### src/rtl/sp_ram_arbiter_if.sv
// Bundle of signals between the line-buffer requesters, the arbiter and the
// single-port RAM.
//   slave  : arbiter view (takes requests and RAM read data, drives grants,
//            read return and the registered RAM controls)
//   master : requester/RAM view (the opposite directions)
//   write side : wr_req, wr_addr, wr_data -> wr_gnt
//   read side  : rd_req, rd_addr -> rd_gnt, rd_valid, rd_data
//   RAM side   : ram_addr, ram_wr_data, ram_wr_en -> RAM; ram_rd_data <- RAM
interface sp_ram_arbiter_if #(
  parameter int unsigned ADDR_WIDTH = 11,
  parameter int unsigned DATA_WIDTH = 16
);
  logic                  wr_req;
  logic [ADDR_WIDTH-1:0] wr_addr;
  logic [DATA_WIDTH-1:0] wr_data;
  logic                  wr_gnt;

  logic                  rd_req;
  logic [ADDR_WIDTH-1:0] rd_addr;
  logic                  rd_gnt;
  logic                  rd_valid;
  logic [DATA_WIDTH-1:0] rd_data;

  logic [ADDR_WIDTH-1:0] ram_addr;
  logic [DATA_WIDTH-1:0] ram_wr_data;
  logic                  ram_wr_en;
  logic [DATA_WIDTH-1:0] ram_rd_data;

  modport slave (
    input  wr_req, wr_addr, wr_data, rd_req, rd_addr, ram_rd_data,
    output wr_gnt, rd_gnt, rd_valid, rd_data, ram_addr, ram_wr_data, ram_wr_en
  );

  modport master (
    output wr_req, wr_addr, wr_data, rd_req, rd_addr, ram_rd_data,
    input  wr_gnt, rd_gnt, rd_valid, rd_data, ram_addr, ram_wr_data, ram_wr_en
  );
endinterface

### src/rtl/sp_ram_arbiter.sv
// Shares one single-port RAM (no output register) between a single writer and
// a single reader, issuing at most one access per cycle.
//   clk  : clock for the arbiter and the RAM
//   rstn : asynchronous active-low reset
//   bus  : sp_ram_arbiter_if.slave
//          wr_gnt / rd_gnt are combinational accepts for the current cycle;
//          ram_addr / ram_wr_data / ram_wr_en are registered;
//          rd_valid marks rd_data two cycles after the read grant.
// ARB_MODE selects "RR" (alternate on contention) or a fixed priority
// ("WR_FIRST" / "RD_FIRST") where the loser is forced through after
// STARVE_LIMIT consecutive contested losses.
module sp_ram_arbiter #(
  parameter int unsigned ADDR_WIDTH   = 11,
  parameter int unsigned DATA_WIDTH   = 16,
  parameter string       ARB_MODE     = "RR",
  parameter int unsigned STARVE_LIMIT = 4
) (
  input logic              clk,
  input logic              rstn,
  sp_ram_arbiter_if.slave  bus
);

  localparam int unsigned CNT_W   = 4;
  localparam bit          MODE_RR = (ARB_MODE == "RR");
  localparam bit          MODE_WF = (ARB_MODE == "WR_FIRST");
  localparam logic [CNT_W-1:0] LIMIT = CNT_W'(STARVE_LIMIT);

  logic [ADDR_WIDTH-1:0] ram_addr_q;
  logic [DATA_WIDTH-1:0] ram_wr_data_q;
  logic                  ram_wr_en_q;
  logic [1:0]            rd_vld_q;
  logic                  last_is_wr_q;
  logic [CNT_W-1:0]      wr_lose_q;
  logic [CNT_W-1:0]      rd_lose_q;

  logic                  win_wr;
  logic                  contested;
  logic                  wr_gnt_c;
  logic                  rd_gnt_c;
  logic [CNT_W-1:0]      wr_lose_d;
  logic [CNT_W-1:0]      rd_lose_d;

  // Contest winner and grants; gated by rstn so nothing is granted in reset
  always_comb begin
    win_wr = 1'b1;
    if (MODE_RR) begin
      win_wr = !last_is_wr_q;
    end else if (MODE_WF) begin
      win_wr = (rd_lose_q != LIMIT);
    end else begin
      win_wr = (wr_lose_q == LIMIT);
    end
    contested = rstn && bus.wr_req && bus.rd_req;
    wr_gnt_c  = rstn && bus.wr_req && (!bus.rd_req || win_wr);
    rd_gnt_c  = rstn && bus.rd_req && (!bus.wr_req || !win_wr);
  end

  // Starvation counters: bump the loser of a contest, clear on grant or drop
  always_comb begin
    wr_lose_d = wr_lose_q;
    rd_lose_d = rd_lose_q;
    if (MODE_RR || !bus.wr_req || wr_gnt_c) begin
      wr_lose_d = '0;
    end else if (contested && (wr_lose_q != LIMIT)) begin
      wr_lose_d = wr_lose_q + CNT_W'(1);
    end
    if (MODE_RR || !bus.rd_req || rd_gnt_c) begin
      rd_lose_d = '0;
    end else if (contested && (rd_lose_q != LIMIT)) begin
      rd_lose_d = rd_lose_q + CNT_W'(1);
    end
  end

  // RAM drive, read-valid pipeline and arbitration state
  always_ff @(posedge clk or negedge rstn) begin
    if (!rstn) begin
      ram_addr_q    <= '0;
      ram_wr_data_q <= '0;
      ram_wr_en_q   <= 1'b0;
      rd_vld_q      <= '0;
      last_is_wr_q  <= 1'b0;
      wr_lose_q     <= '0;
      rd_lose_q     <= '0;
    end else begin
      if (wr_gnt_c) begin
        ram_addr_q    <= bus.wr_addr;
        ram_wr_data_q <= bus.wr_data;
        ram_wr_en_q   <= 1'b1;
      end else if (rd_gnt_c) begin
        ram_addr_q    <= bus.rd_addr;
        ram_wr_en_q   <= 1'b0;
      end else begin
        ram_wr_en_q   <= 1'b0;
      end
      // One stage covers the address register, the second the RAM read
      rd_vld_q <= {rd_vld_q[0], rd_gnt_c};
      if (wr_gnt_c) begin
        last_is_wr_q <= 1'b1;
      end else if (rd_gnt_c) begin
        last_is_wr_q <= 1'b0;
      end
      wr_lose_q <= wr_lose_d;
      rd_lose_q <= rd_lose_d;
    end
  end

  assign bus.wr_gnt      = wr_gnt_c;
  assign bus.rd_gnt      = rd_gnt_c;
  assign bus.ram_addr    = ram_addr_q;
  assign bus.ram_wr_data = ram_wr_data_q;
  assign bus.ram_wr_en   = ram_wr_en_q;
  assign bus.rd_valid    = rd_vld_q[1];
  assign bus.rd_data     = bus.ram_rd_data;

endmodule

### src/flat_wrapper.sv
// flat-port wrapper written by rule: the top's interface ports become plain ports
module sp_ram_arbiter_flat 
#(
  parameter int unsigned ADDR_WIDTH   = 11,
  parameter int unsigned DATA_WIDTH   = 16,
  parameter string       ARB_MODE     = "  ",
  parameter int unsigned STARVE_LIMIT = 4
)
  (clk, rstn, bus_wr_req, bus_wr_addr, bus_wr_data, bus_rd_req, bus_rd_addr, bus_ram_rd_data, bus_wr_gnt, bus_rd_gnt, bus_rd_valid, bus_rd_data, bus_ram_addr, bus_ram_wr_data, bus_ram_wr_en);
  sp_ram_arbiter_if #(.ADDR_WIDTH(ADDR_WIDTH), .DATA_WIDTH(DATA_WIDTH)) bus_i ();
  input logic clk;
  input logic rstn;
  input wire logic [$bits(bus_i.wr_req)-1:0] bus_wr_req;
  input wire logic [$bits(bus_i.wr_addr)-1:0] bus_wr_addr;
  input wire logic [$bits(bus_i.wr_data)-1:0] bus_wr_data;
  input wire logic [$bits(bus_i.rd_req)-1:0] bus_rd_req;
  input wire logic [$bits(bus_i.rd_addr)-1:0] bus_rd_addr;
  input wire logic [$bits(bus_i.ram_rd_data)-1:0] bus_ram_rd_data;
  output wire logic [$bits(bus_i.wr_gnt)-1:0] bus_wr_gnt;
  output wire logic [$bits(bus_i.rd_gnt)-1:0] bus_rd_gnt;
  output wire logic [$bits(bus_i.rd_valid)-1:0] bus_rd_valid;
  output wire logic [$bits(bus_i.rd_data)-1:0] bus_rd_data;
  output wire logic [$bits(bus_i.ram_addr)-1:0] bus_ram_addr;
  output wire logic [$bits(bus_i.ram_wr_data)-1:0] bus_ram_wr_data;
  output wire logic [$bits(bus_i.ram_wr_en)-1:0] bus_ram_wr_en;
  assign bus_i.wr_req = bus_wr_req;
  assign bus_i.wr_addr = bus_wr_addr;
  assign bus_i.wr_data = bus_wr_data;
  assign bus_i.rd_req = bus_rd_req;
  assign bus_i.rd_addr = bus_rd_addr;
  assign bus_i.ram_rd_data = bus_ram_rd_data;
  assign bus_wr_gnt = bus_i.wr_gnt;
  assign bus_rd_gnt = bus_i.rd_gnt;
  assign bus_rd_valid = bus_i.rd_valid;
  assign bus_rd_data = bus_i.rd_data;
  assign bus_ram_addr = bus_i.ram_addr;
  assign bus_ram_wr_data = bus_i.ram_wr_data;
  assign bus_ram_wr_en = bus_i.ram_wr_en;
  sp_ram_arbiter #(.ADDR_WIDTH(ADDR_WIDTH), .DATA_WIDTH(DATA_WIDTH), .ARB_MODE(ARB_MODE), .STARVE_LIMIT(STARVE_LIMIT)) u_core (.clk(clk), .rstn(rstn), .bus(bus_i));
endmodule
### config.mk
export PLATFORM = sky130hd
export DESIGN_NAME = sp_ram_arbiter_flat
export DESIGN_NICKNAME = d
export VERILOG_FILES = /design/src/rtl/sp_ram_arbiter_if.sv /design/src/rtl/sp_ram_arbiter.sv /design/src/flat_wrapper.sv
export SDC_FILE = /design/constraint.sdc
export NUM_CORES = 1
export LEC_CHECK = 0
export CORE_MARGIN = 4
export CORE_UTILIZATION = 40
export CTS_BUF_LIST = sky130_fd_sc_hd__clkbuf_4
export CTS_CLUSTER_DIAMETER = 80
export DETAILED_ROUTE_END_ITERATION = 8
export HOLD_SLACK_MARGIN = 0.03
export PLACE_DENSITY = 0.84
export SETUP_SLACK_MARGIN = 0.3
export SLEW_MARGIN = 20
export SYNTH_ARGS = -nofsm -noshare
export SYNTH_HDL_FRONTEND = slang
export SYNTH_SLANG_ARGS = --single-unit
### constraint.sdc
create_clock -name clk -period 4.1 [get_ports clk]
set_input_delay 0.82 -clock clk [delete_from_list [all_inputs] [get_ports clk]]
set_output_delay 0.82 -clock clk [all_outputs]
set_load 0.05 [all_outputs]
Word-level counts from Yosys, hierarchy flattened
Index checks and enable logic that the tools add are counted.
{ "word_totals": {"regBits": 34, "in_bits": 58, "elab_cells": 27} }
{ "op_classes": {"add_sub_neg": 1, "n_eq_ne": 2, "muxes": 5, "n_reduce_logical": 14} }
{ "ops": {"columns": ["op", "n"], "rows": [
  ["two-way mux 11 bit", 2],
  ["two-way mux 4 bit", 2],
  ["logical AND 1 bit", 6],
  ["adder 4 x 1 -> 4 bit (second input constant)", 1],
  ["equality test 4 x 3 -> 1 bit (second input constant)", 1],
  ["inequality test 4 x 3 -> 1 bit (second input constant)", 1],
  ["nonzero test 2 bit", 2],
  ["logical NOT 1 bit", 3],
  ["logical OR 1 bit", 3],
  ["two-way mux 1 bit", 1]
]} }

Depth between registers and ports, before layout
{ "depth": {"word_depth": 6, "depth_mapped": 8, "mapped_depth_nobuf": 7} }

Worst setup path before layout
Ideal clock, no wire load.
{ "synth_path": {"path_kind": "input port to output port", "startpoint": "in bus_wr_req", "endpoint": "out bus_rd_gnt", "arrival_ps": 1519, "t_required_ps": 3280, "slack_ps": 1761, "path_stages": 4, "n_path_buf": 1, "path_cell_list": "inv_1 > o211ai_1 > buf_2 > inv_1"} }
{ "synth_between": {"elab_chain_cells": 3} }
{ "synth_rtl": {"columns": ["element", "line", "source"], "rows": [
  ["start, declared", "flat_wrapper.sv:13", "input wire logic [$bits(bus_i.wr_req)-1:0] bus_wr_req;"],
  ["logical NOT 1 bit", "sp_ram_arbiter.sv:55", "rd_gnt_c = rstn && bus.rd_req && (!bus.wr_req || !win_wr);"],
  ["logical OR 1 bit", "sp_ram_arbiter.sv:55", null],
  ["logical AND 1 bit", "sp_ram_arbiter.sv:55", null],
  ["end, declared", "flat_wrapper.sv:20", "output wire logic [$bits(bus_i.rd_gnt)-1:0] bus_rd_gnt;"]
]} }
No other way between the ends.

Worst setup path in the final report
{ "layout_path": {"startpoint": "in bus_rd_req", "endpoint": "out bus_wr_gnt"} }
{ "layout_between": {"elab_chain_cells": 3} }
{ "layout_rtl": {"columns": ["element", "line", "source"], "rows": [
  ["start, declared", "flat_wrapper.sv:16", "input wire logic [$bits(bus_i.rd_req)-1:0] bus_rd_req;"],
  ["logical NOT 1 bit", "sp_ram_arbiter.sv:54", "wr_gnt_c = rstn && bus.wr_req && (!bus.rd_req || win_wr);"],
  ["logical OR 1 bit", "sp_ram_arbiter.sv:54", null],
  ["logical AND 1 bit", "sp_ram_arbiter.sv:54", null],
  ["end, declared", "flat_wrapper.sv:19", "output wire logic [$bits(bus_i.wr_gnt)-1:0] bus_wr_gnt;"]
]} }
No other way between the ends.

==> metrics.csv <==
stage,metric,value,unit
status,status,"finished, final reports clean",
clocking,"Reg clk slew, reported paths",0.10,ns
worst_setup_path,crit path launch type,primary input,
floorplan,core area,3770,sq um
worst_setup_path,Crit Path Class,primary input to output port,
sta,minimum clock period,3.11,ns
sta,Final Max Tran Viols,0,
synth,count of state elements after synthesis,34,
floorplan,I/O pin count,105,
clocking,CTS tree,yes,
final_layout,Synth-to-Final Area Change,43.2,%
sta,RSZ-0062 raised after global routing,no,
sta,measured slew at the worst slew-check pin,0.705,ns
route,final wirelength,3950,um
synth,ys async rst share,100,%
placement,dpl cell area,2240,sq um
final_layout,FF/Latch Area,851,sq um
global_route,grt ovf,0,
final_layout,Layout Cells excl Fill,233,
worst_setup_path,Crit Path Max Fanout,18,
clocking,TritonCTS Buffers,5,
final_layout,diode count,0,
synth,ys flop type,dfrtp_1,
sta,Final period util,75.8,%
final_layout,Multi-input gate area,574,sq um
worst_setup_path,WP data required,3.28,ns
sta,clk_skew,0.00479,ns
global_route,first-pass GRT wire length,6200,um
worst_setup_path,"CP delay by family, top",buffers and inverters,
worst_setup_path,r2r setup slk,2.15,ns
clocking,setup bufs post-CTS,0,
clocking,number of gates resized after CTS,0,
clocking,Max H-tree Level,2,
clocking,clock sink count,34,
power,worst vdd ir,0.177,mV
synth,Post-Syn Area,1600,sq um
worst_setup_path,"Slowest-stage cell, CP",clkdlybuf4s50_1,
final_layout,Layout fillers,284,
placement,Routability Congestion,0.715,
worst_setup_path,Worst path depth,5,
global_route,largest net degree at the start of global routing,41,
sta,hold_ws,0.366,ns
sta,fmax,322,MHz
route,Via density,4.94,
final_layout,nets,244,
clocking,"Hold-fix buffers, CTS",0,
power,Leak,0.976,nW
synth,Mapped Avg Cell Area,13.0,sq um
floorplan,Die H,71.2,um
synth,"Seq/Total Area, Yosys",53.2,%
synth,number of synthesized flops with an enable pin,0,
route,Routed Antenna Nets,0,
worst_setup_path,FF-to-FF Start,u_core.wr_lose_q[0]$_DFFE_PN0P_,
route,DR pass1 iterations,4,
sta,TNS Setup,0,ns
placement,I/O Buffers,72,
worst_setup_path,FF-to-FF path depth,7,
worst_setup_path,CP Cell Sequence,"clkdlybuf4s50_1, nand2_2, nand3_2, inv_4, buf_4",
placement,dpl hpwl,2990,um
floorplan,row cnt,22,
synth,YS warnings,0,
clocking,clk_lat worst skew,0.34,ns
worst_setup_path,Worst setup startpoint,bus_rd_req,
route,DRC viols,0,
final_layout,final instance area,2290,sq um
global_route,GRT Overall Usage,16.0,%
route,via count,1152,
route,wire per inst,16.9,um
sta,Final Hold Vio Count,0,
placement,placed insts,225,
floorplan,DIE WIDTH,71.2,um
flow_run,Max-Cap Viols,0,
floorplan,Initial Utilization,42.4,%
global_route,antenna violations before repair,0,
worst_setup_path,Reg2Reg Capture Point,u_core.bus.ram_wr_data[3]$_DFFE_PN0P_,
sta,slew margin rel.,52.7,%
synth,cells after synthesis,123,
worst_setup_path,Bufs and invs on worst path,3,
worst_setup_path,CP endpoint,bus_wr_gnt,
floorplan,die area,5070,sq um
clocking,Root Driver,clkbuf_4,
power,pwr dens,428,nW/um^2
worst_setup_path,WP data arrival,2.29,ns
global_route,vias in the first global route,1348,
final_layout,fraction of layout cells with a size suffix above 1,23.2,%
sta,Final setup viols,0,
worst_setup_path,nature of the critical path endpoint,output port,
route,Initial DRC Count,93,
clocking,Max clock buf depth,2,
worst_setup_path,"Largest stage delay, worst path",0.51,ns
synth,Cell variety after synth,26,
worst_hold_path,Worst Hold Class,flop to flop,
synth,syn_nets,183,
[power breakdown]
group / total [mW] / internal (mW) / switching (mW)
Clock: 0.181 / 0.0710 / 0.110
Sequential: 0.407 / 0.381 / 0.0256
Combinational: 0.393 / 0.165 / 0.228
Total: 0.981 / 0.617 / 0.364
[cell families (layout without fill, tap and decap cells)]
| group | after synthesis | count (layout) | share of synthesized area (%) |
|---|---|---|---|
| compound gates | 18 | 18 | 10.3 |
| fa+ha+maj | 2 | 2 | 1.56 |
| buf+inv | 26 | 88 | 10.9 |
| flops | 34 | 34 | 53.2 |
| mux | 16 | 16 | 13.4 |
| simple gates | 27 | 27 | 10.6 |
[area by class of cell]
type | count | share of cell area (%)
Tap cell | 48 | 2.62
Clock inverter | 2 | 0.383
Timing Repair Buffer | 74 | 31.7
Sequential cell | 34 | 37.2
Multi-Input combinational cell | 63 | 25.1
Inverter | 6 | 1.09
Clock buffer | 6 | 1.97
[cell usage after synthesis, types with 3 or more instances]
master / n / area [sq um]
buf_4: 16 / 120
dfrtp_1: 34 / 851
inv_1: 5 / 18.8
mux2_2: 7 / 78.8
mux2_4: 9 / 135
nand2_1: 3 / 11.3
nand2b_1: 9 / 56.3
nor2_1: 4 / 15.0
o21ai_0: 4 / 20.0
o221a_2: 11 / 124
or2b_1: 3 / 22.5
[state kept, by name, summed over array words and instances (netlist names)]
| signal | count |
|---|---|
| u_core.bus.ram_wr_data | 16 |
| u_core.bus.ram_addr | 11 |
| u_core.wr_lose_q | 4 |
| u_core.rd_vld_q | 2 |
| u_core.bus.ram_wr_en | 1 |
[cell usage in the layout (no fill, tap or decap), types with 4 or more instances in the layout]
cell	Yosys	routed
dfrtp_1	34	34
buf_4	16	4
mux2_2	7	7
mux2_4	9	9
o221a_2	11	11
nand2b_1	9	9
clkdlybuf4s50_1	0	69
nor2_1	4	4
inv_1	5	5
clkbuf_4	0	6
[worst min-delay path by stage]
stage	from	endpoint	slack, ns	cells past startpoint
after floorplan	u_core.rd_vld_q[0]$_DFF_PN0_	u_core.rd_vld_q[1]$_DFF_PN0_	0.33	0
after global placement	u_core.rd_vld_q[0]$_DFF_PN0_	u_core.rd_vld_q[1]$_DFF_PN0_	0.35	0
after detailed placement	u_core.rd_vld_q[0]$_DFF_PN0_	u_core.rd_vld_q[1]$_DFF_PN0_	0.35	0
after CTS	u_core.rd_vld_q[0]$_DFF_PN0_	u_core.rd_vld_q[1]$_DFF_PN0_	0.37	0
after global routing	u_core.rd_vld_q[0]$_DFF_PN0_	u_core.rd_vld_q[1]$_DFF_PN0_	0.38	0
final	u_core.rd_vld_q[0]$_DFF_PN0_	u_core.rd_vld_q[1]$_DFF_PN0_	0.37	0
[layer usage]
layer | track usage [%] | wire (um)
met1 | 16.6 | 1420
met5 | 0 | 0
met3 | 5.75 | 296
met4 | 6.26 | 74
met2 | 29.2 | 2150
[metrics by stage]
step / utilization, % / setup WS (ns) / total power, mW
6_report: 60.7 / 0.992 / 0.981
3_3_place_gp: 59.3 / 1.06 / 0.800
3_5_place_dp: 59.3 / 0.993 / 0.808
4_1_cts: 60.7 / 0.994 / 0.995
5_1_grt: 60.7 / 0.891 / 1.03
2_1_floorplan: - / 1.76 / 0.690
No activity file was read; power rests on OpenSTA's default activity.
